### src/rtl/mips_pkg.sv
// Shared MIPS core types: GPR vector widths, HI/LO unit op codes and FSM states.
package mips_pkg;

    typedef logic [31:0] Vec32;
    typedef logic [4:0]  Vec5;
    typedef logic [63:0] Vec64;

    typedef enum logic [3:0] {
        NONE  = 4'd0,
        MULT  = 4'd1,
        MULTU = 4'd2,
        DIV   = 4'd3,
        DIVU  = 4'd4,
        MTHI  = 4'd5,
        MTLO  = 4'd6,
        MADD  = 4'd8,
        MADDU = 4'd9,
        MSUB  = 4'd10,
        MSUBU = 4'd11
    } MdOp;

    typedef enum logic [1:0] {
        ST_IDLE = 2'd0,
        ST_MUL  = 2'd1,
        ST_DIV  = 2'd2,
        ST_FIN  = 2'd3
    } MdState;

    function automatic Vec32 mag32(input Vec32 v, input logic is_signed);
        return (is_signed && v[31]) ? (32'd0 - v) : v;
    endfunction

endpackage

### src/rtl/restoring_divider.sv
// Unsigned 32-bit restoring divider; the first group of quotient bits is resolved
// on the start edge so the result is registered after 32/ITER_PER_CYCLE edges.
module restoring_divider
    import mips_pkg::*;
#(
    parameter int ITER_PER_CYCLE = 1
) (
    input  logic clock,
    input  logic reset,
    input  logic start_i,
    input  Vec32 dividend_i,
    input  Vec32 divisor_i,
    output logic busy_o,
    output logic done_o,
    output Vec32 quotient_o,
    output Vec32 remainder_o
);

    localparam int STEPS = 32 / ITER_PER_CYCLE;

    logic        busy_q;
    logic [5:0]  cnt_q;
    Vec32        rem_q, qd_q, dvs_q;
    Vec32        rem_n, qd_n, dvs_src;
    logic [32:0] trial;

    // qd holds the not-yet-consumed dividend bits and collects quotient bits from the bottom
    always_comb begin
        rem_n   = start_i ? '0 : rem_q;
        qd_n    = start_i ? dividend_i : qd_q;
        dvs_src = start_i ? divisor_i : dvs_q;
        trial   = '0;
        for (int i = 0; i < ITER_PER_CYCLE; i++) begin
            trial = {rem_n, qd_n[31]} - {1'b0, dvs_src};
            if (!trial[32]) begin
                rem_n = trial[31:0];
                qd_n  = {qd_n[30:0], 1'b1};
            end else begin
                rem_n = {rem_n[30:0], qd_n[31]};
                qd_n  = {qd_n[30:0], 1'b0};
            end
        end
    end

    always_ff @(posedge clock) begin
        if (reset) begin
            busy_q <= 1'b0;
            cnt_q  <= '0;
            rem_q  <= '0;
            qd_q   <= '0;
            dvs_q  <= '0;
        end else if (start_i) begin
            busy_q <= 1'b1;
            cnt_q  <= 6'(STEPS - 1);
            rem_q  <= rem_n;
            qd_q   <= qd_n;
            dvs_q  <= divisor_i;
        end else if (busy_q) begin
            if (cnt_q == 6'd0) begin
                busy_q <= 1'b0;
            end else begin
                cnt_q <= cnt_q - 6'd1;
                rem_q <= rem_n;
                qd_q  <= qd_n;
            end
        end
    end

    assign busy_o      = busy_q;
    assign done_o      = busy_q && (cnt_q == 6'd0);
    assign quotient_o  = qd_q;
    assign remainder_o = rem_q;

endmodule

### src/rtl/mult_div_unit.sv
// HI/LO multiply/divide unit behind the GPR read ports; stalls the core via busy.
// Build option MULT_DIV_MADD_EN adds MADD/MADDU/MSUB/MSUBU accumulate ops.
//   state   | meaning
//   ST_IDLE | waiting; MTHI/MTLO write here
//   ST_MUL  | multiply latency countdown
//   ST_DIV  | divider iterating (or divide-by-zero shortcut)
//   ST_FIN  | done pulse, new HI/LO visible
module mult_div_unit
    import mips_pkg::*;
#(
    parameter int MUL_LATENCY        = 4,
    parameter int DIV_ITER_PER_CYCLE = 1
) (
    input  logic        clock,
    input  logic        reset,
    input  logic        start,
    input  logic [3:0]  op,
    input  logic [31:0] operandA,
    input  logic [31:0] operandB,
    output logic        busy,
    output logic        done,
    output logic [31:0] hi,
    output logic [31:0] lo
);

    MdState     state_q, state_d;
    Vec32       hi_q, hi_d, lo_q, lo_d;
    Vec32       a_q, a_d, b_q, b_d;
    logic [3:0] op_q, op_d;
    logic [3:0] cnt_q, cnt_d;
`ifdef MULT_DIV_MADD_EN
    Vec64       acc_q, acc_d;
`endif

    logic is_mul_op, is_div_op, accept;
    logic div_start, div_busy, div_done;
    Vec32 div_quo, div_rem, q_fix, r_fix;
    logic mul_signed, div_signed_q;
    Vec64 ext_a, ext_b, prod, mul_result;

    always_comb begin
        is_mul_op = 1'b0;
        is_div_op = 1'b0;
        case (op)
            MULT, MULTU: is_mul_op = 1'b1;
`ifdef MULT_DIV_MADD_EN
            MADD, MADDU, MSUB, MSUBU: is_mul_op = 1'b1;
`endif
            DIV, DIVU:   is_div_op = 1'b1;
            default: ;
        endcase
    end

    assign accept    = (state_q == ST_IDLE) && start && (is_mul_op || is_div_op);
    assign div_start = accept && is_div_op && (operandB != 32'd0);

    restoring_divider #(
        .ITER_PER_CYCLE(DIV_ITER_PER_CYCLE)
    ) u_div (
        .clock       (clock),
        .reset       (reset),
        .start_i     (div_start),
        .dividend_i  (mag32(operandA, op == DIV)),
        .divisor_i   (mag32(operandB, op == DIV)),
        .busy_o      (div_busy),
        .done_o      (div_done),
        .quotient_o  (div_quo),
        .remainder_o (div_rem)
    );

    // Quotient truncates toward zero; remainder follows the dividend's sign
    assign div_signed_q = (op_q == DIV);
    assign q_fix = (div_signed_q && (a_q[31] ^ b_q[31])) ? (32'd0 - div_quo) : div_quo;
    assign r_fix = (div_signed_q && a_q[31]) ? (32'd0 - div_rem) : div_rem;

`ifdef MULT_DIV_MADD_EN
    assign mul_signed = (op_q == MULT) || (op_q == MADD) || (op_q == MSUB);
`else
    assign mul_signed = (op_q == MULT);
`endif
    assign ext_a = mul_signed ? {{32{a_q[31]}}, a_q} : {32'd0, a_q};
    assign ext_b = mul_signed ? {{32{b_q[31]}}, b_q} : {32'd0, b_q};
    assign prod  = ext_a * ext_b;

    always_comb begin
        mul_result = prod;
`ifdef MULT_DIV_MADD_EN
        case (op_q)
            MADD, MADDU: mul_result = acc_q + prod;
            MSUB, MSUBU: mul_result = acc_q - prod;
            default:     mul_result = prod;
        endcase
`endif
    end

    always_comb begin
        state_d = state_q;
        hi_d    = hi_q;
        lo_d    = lo_q;
        a_d     = a_q;
        b_d     = b_q;
        op_d    = op_q;
        cnt_d   = cnt_q;
`ifdef MULT_DIV_MADD_EN
        acc_d   = acc_q;
`endif
        case (state_q)
            ST_IDLE: begin
                if (start) begin
                    if (is_mul_op || is_div_op) begin
                        a_d     = operandA;
                        b_d     = operandB;
                        op_d    = op;
                        cnt_d   = 4'(MUL_LATENCY - 1);
`ifdef MULT_DIV_MADD_EN
                        acc_d   = {hi_q, lo_q};
`endif
                        state_d = is_mul_op ? ST_MUL : ST_DIV;
                    end else if (op == MTHI) begin
                        hi_d = operandA;
                    end else if (op == MTLO) begin
                        lo_d = operandA;
                    end
                end
            end
            ST_MUL: begin
                if (cnt_q == 4'd0) begin
                    {hi_d, lo_d} = mul_result;
                    state_d      = ST_FIN;
                end else begin
                    cnt_d = cnt_q - 4'd1;
                end
            end
            ST_DIV: begin
                if (b_q == 32'd0) begin
                    lo_d    = 32'hFFFF_FFFF;
                    hi_d    = a_q;
                    state_d = ST_FIN;
                end else if (div_done) begin
                    lo_d    = q_fix;
                    hi_d    = r_fix;
                    state_d = ST_FIN;
                end
            end
            ST_FIN:  state_d = ST_IDLE;
            default: state_d = ST_IDLE;
        endcase
    end

    always_ff @(posedge clock) begin
        if (reset) begin
            state_q <= ST_IDLE;
            hi_q    <= '0;
            lo_q    <= '0;
            a_q     <= '0;
            b_q     <= '0;
            op_q    <= '0;
            cnt_q   <= '0;
`ifdef MULT_DIV_MADD_EN
            acc_q   <= '0;
`endif
        end else begin
            state_q <= state_d;
            hi_q    <= hi_d;
            lo_q    <= lo_d;
            a_q     <= a_d;
            b_q     <= b_d;
            op_q    <= op_d;
            cnt_q   <= cnt_d;
`ifdef MULT_DIV_MADD_EN
            acc_q   <= acc_d;
`endif
        end
    end

    assign busy = accept || (state_q == ST_MUL) || (state_q == ST_DIV) || div_busy;
    assign done = (state_q == ST_FIN);
    assign hi   = hi_q;
    assign lo   = lo_q;

endmodule
### config.mk
export PLATFORM = sky130hd
export DESIGN_NAME = mult_div_unit
export DESIGN_NICKNAME = d
export VERILOG_FILES = /design/src/rtl/mips_pkg.sv /design/src/rtl/restoring_divider.sv /design/src/rtl/mult_div_unit.sv
export SDC_FILE = /design/constraint.sdc
export NUM_CORES = 2
export LEC_CHECK = 0
export CORE_ASPECT_RATIO = 0.6
export CORE_MARGIN = 4
export CORE_UTILIZATION = 35
export DETAILED_ROUTE_END_ITERATION = 16
export DONT_BUFFER_PORTS = 1
export PLACE_DENSITY = 0.59
export SLEW_MARGIN = 20
export SYNTH_ARGS = -nofsm -noshare
export SYNTH_HDL_FRONTEND = slang
export SYNTH_SLANG_ARGS = --single-unit
### constraint.sdc
create_clock -name clock -period 24.9 [get_ports clock]
set_input_delay 2.49 -clock clock [delete_from_list [all_inputs] [get_ports clock]]
set_output_delay 2.49 -clock clock [all_outputs]
set_load 0.05 [all_outputs]
==> results_tabular.tex <==
\begin{tabular}{lr}
\hline
Metric & Value \\
\hline
\multicolumn{2}{l}{\textbf{Critical path}} \\
\quad Critical-path maximum fanout & 26 \\
\quad Most used cell along the critical path & sky130\_fd\_sc\_hd\_\_fa\_1 \\
\quad Critical path data required time & 25.35 ns \\
\quad WS Path Type & register to register \\
\quad Nature of the critical path startpoint & register \\
\quad CP Data Arrival Time & 11.65 ns \\
\quad Worst Setup End Kind & register \\
\quad Critical-path top delay cell & sky130\_fd\_sc\_hd\_\_fa\_1 \\
\quad Largest incremental delay on the critical path & 1.02 ns \\
\multicolumn{2}{l}{\textbf{Pwr}} \\
\quad Comb power frac & 45.3\% \\
\quad Proportion of power drawn by flip-flops and latches & 33.0\% \\
\quad Power per cell area & 29.3 nW/um\^{}2 \\
\quad Cell-internal power & 890 uW \\
\quad Part of the power in the clock network & 21.7\% \\
\quad Pleak & 32.0 nW \\
\quad Fraction of power spent switching nets & 53.6\% \\
\quad Switching pwr & 1.03 mW \\
\quad Worst VDD drop & 51.3 uV \\
\multicolumn{2}{l}{\textbf{Global route}} \\
\quad First-pass GRT wire length & 338 mm \\
\quad Vias in the first global route & 50111 \\
\quad Pin count of the biggest net entering global routing & 236 \\
\quad Final global-route overflow total & 0 \\
\quad GR Util All Layers & 24.4\% \\
\quad Initial antenna violation count & 14 \\
\multicolumn{2}{l}{\textbf{CTS}} \\
\quad Post-CTS Setup Repair Bufs & 0 \\
\quad Clock edge transition at the registers on the reported setup and hold paths & 0.07 ns \\
\quad Root buffer cell & sky130\_fd\_sc\_hd\_\_clkbuf\_16 \\
\quad Number of sinks on the clock net & 241 \\
\quad Maximum level of the CTS H-tree & 1 \\
\quad Buffer levels on the longest clock path & 3 \\
\quad Skew-Pair Late Insertion Delay & 0.58 ns \\
\quad Number of clock buffers inserted by TritonCTS & 24 \\
\quad Clock tree from TritonCTS & built \\
\quad Resized cells post-CTS & 0 \\
\quad Hold\_buf cts & 0 \\
\multicolumn{2}{l}{\textbf{Logic synthesis}} \\
\quad Yosys top cell area share & 45.6\% \\
\quad Number of enable-type register cells in the synthesized netlist & 0 \\
\quad Synth Area in XOR/XNOR & 3.75\% \\
\quad Async set-reset flop share out of synthesis & 0\% \\
\quad Synth Area in Compound Gates & 8.64\% \\
\quad Total of flip-flops plus latches after synthesis & 241 \\
\quad Post-Syn Area & 62400 sq um \\
\quad Dominant combinational cell family by area after synthesis & adder cells \\
\quad Cell count after synthesis & 7166 \\
\quad Synthesized-area fraction occupied by adder cells & 52.7\% \\
\quad Largest area contributor in the synthesized netlist & sky130\_fd\_sc\_hd\_\_fa\_1 \\
\quad Area contributors post-synth & sky130\_fd\_sc\_hd\_\_fa\_1 46\%, sky130\_fd\_sc\_hd\_\_inv\_1 9.3\%, sky130\_fd\_sc\_hd\_\_dfxtp\_1 7.7\% \\
\quad Post-synthesis mux area share & 0.0802\% \\
\quad Syn\_nets & 9010 \\
\quad Sequential-to-total area share from yosys stat & 7.73\% \\
\quad Simple-gate portion of the synthesized area & 15.2\% \\
\quad Mean instance size in the synthesized netlist & 8.71 sq um \\
\quad Most used flip-flop cell after synthesis & sky130\_fd\_sc\_hd\_\_dfxtp\_1 \\
\quad Warning count from the yosys run & 0 \\
\quad Yosys cell types & 83 \\
\multicolumn{2}{l}{\textbf{Finish}} \\
\quad Post-synthesis to final-layout area growth & 4.95\% \\
\quad Top library cells by usage in the layout, fill and taps aside & 1552 x sky130\_fd\_sc\_hd\_\_inv\_1, 1420 x sky130\_fd\_sc\_hd\_\_fa\_1, 1046 x sky130\_fd\_sc\_hd\_\_nand2\_1 \\
\quad Most common library cell in the layout ignoring fill and taps & sky130\_fd\_sc\_hd\_\_inv\_1 \\
\quad Ratio of cells with drive above 1 in the final layout & 2.96\% \\
\quad Net count of the finished layout & 8711 \\
\quad Post-route cell area & 65500 sq um \\
\quad Final core utilization & 37.1\% \\
\multicolumn{2}{l}{\textbf{Floorplanning}} \\
\quad Area of the core & 176000 sq um \\
\quad Std-Cell Rows & 119 \\
\quad Y dimension of the die & 335 um \\
\quad Initial core utilization & 35.4\% \\
\quad Total Die Area & 185000 sq um \\
\quad Die Wd & 553 um \\
\quad Number of ports placed on the die boundary & 137 \\
\multicolumn{2}{l}{\textbf{Timing}} \\
\quad Unrepaired setup endpoints after global routing & no \\
\quad Sum of negative setup slack & 0 ns \\
\quad Count of endpoints failing hold in the final timing report & 0 \\
\quad Largest clock skew in the final design & 0.0156 ns \\
\quad Tmin final & 11.19 ns \\
\quad Fin Hold WS & 0.460 ns \\
\quad Transition time at the pin with the least slew margin & 1.21 ns \\
\quad Setup violators final & 0 \\
\quad Part of the cycle the worst path needs & 45.0\% \\
\quad Peak Freq & 0.0893 GHz \\
\quad Relative max-transition margin & 19.3\% \\
\quad Pins Over Slew Limit & 0 \\
\multicolumn{2}{l}{\textbf{Detailed routing}} \\
\quad Average wire per standard cell & 24.3 um \\
\quad DR iter-0 viols & 5168 \\
\quad WL final & 225 mm \\
\quad Post-detailed-route DRC marker count & 0 \\
\quad Initial DRT Pass Iterations & 6 \\
\quad Overall via count from detail\_route & 48943 \\
\quad Via density per instance & 5.29 \\
\quad Remaining number of nets flagged by the antenna check after routing & 0 \\
\multicolumn{2}{l}{\textbf{Placement}} \\
\quad Placement-stage cell area & 64500 sq um \\
\quad Routability congestion estimate & 0.959 \\
\quad Total of buffers placed on input and output ports & 0 \\
\quad Half-perimeter wire length after placement & 183 mm \\
\multicolumn{2}{l}{\textbf{Worst hold path}} \\
\quad Min-Delay Path Class & register to register \\
\multicolumn{2}{l}{\textbf{Flow run}} \\
\quad Number of max-cap violations & 0 \\
\multicolumn{2}{l}{\textbf{Status}} \\
\quad Result of the run & complete, no violations \\
\hline
\end{tabular}
## kinds of logic (layout without fill, tap and decap cells)
kind of cell | after synthesis | in the layout
XOR/XNOR | 265 | 265
adder cells (fa/ha/maj) | 1777 | 1777
AO/OA/AOI/OAI | 842 | 842
AND/OR/NAND/NOR | 2062 | 2062
buffers and inverters | 1974 | 1693
other | 0 | 4
multiplexers | 5 | 5
flip-flops | 241 | 241
## per-layer routing
metal	GRT usage, %	share of wire, %
met1	38.3	47
met2	31.7	38
met3	8.78	14
met4	3.76	1.9
met5	0.532	0.085
## metrics by stage
| stage | std cells | setup slack, ns | total power [mW] |
|---|---|---|---|
| detailed placement | 9200 | 13.95 | 1.47 |
| finish | 9248 | 13.71 | 1.92 |
| floorplan | 7166 | 15.09 | 1.14 |
| global route | 9245 | 13.30 | 1.99 |
| global placement | 9200 | 13.88 | 1.47 |
| CTS | 9244 | 13.90 | 1.88 |
## cells in the mapped netlist, drive strengths merged (17+ instances only)
library cell  instances
a211oi               46
a21o                 57
a21oi               308
a311oi               56
a31oi                22
and2                443
and3                 30
buf                  26
clkbuf              396
dfxtp               241
fa                 1420
ha                  353
inv                1552
nand2              1047
nand3                46
nand4                22
nor2                314
nor3                 51
nor4                 24
o211ai               25
o21ai               158
o31ai                26
o41ai                18
or3                  17
xnor2               165
xor2                100
## sequential cells by signal (all words and copies together), names as in the netlist, 6 cells and up
name,flops
u_div.cnt_q,6
u_div.remainder_o,32
lo,32
b_q,32
hi,32
a_q,32
u_div.quotient_o,32
u_div.dvs_q,32
## worst max-delay path, delay by kind of cell, from the launching register on
kind            cells  cell delay, ns
flops               1            0.34
buf+inv             9            1.78
fa+ha+maj          11            5.96
compound gates      6            1.77
simple gates        6            1.18
## layout make-up
cell class,instances,area (sq um)
diodes,4,10.0
clock buffers,28,667
clock inverters,16,186
fillers,18118,111000
inverters,1552,5830
multi-input cells,4951,50300
flip-flops and latches,241,4830
well taps,2359,2950
repair buffers,97,728
## power by group through the flow
stage | registers, mW | logic [mW] | clock network (mW)
2_1_floorplan | 0.598 | 0.539 | 0
3_3_place_gp | 0.641 | 0.827 | 0
3_5_place_dp | 0.642 | 0.828 | 0
4_1_cts | 0.633 | 0.834 | 0.416
5_1_grt | 0.638 | 0.921 | 0.434
6_report | 0.633 | 0.868 | 0.416
## path summary, 6_finish.rpt
check | cells after the start | endpoint | slack, ns | startpoint
max | 32 | hi[31] | 13.71 | op_q[3]
min | 2 | a_q[25] | 0.46 | a_q[25]
max reg2reg | 32 | hi[31] | 13.71 | op_q[3]
min reg2reg | 2 | a_q[25] | 0.46 | a_q[25]
Note: power is estimated with default switching activity, not from simulation.
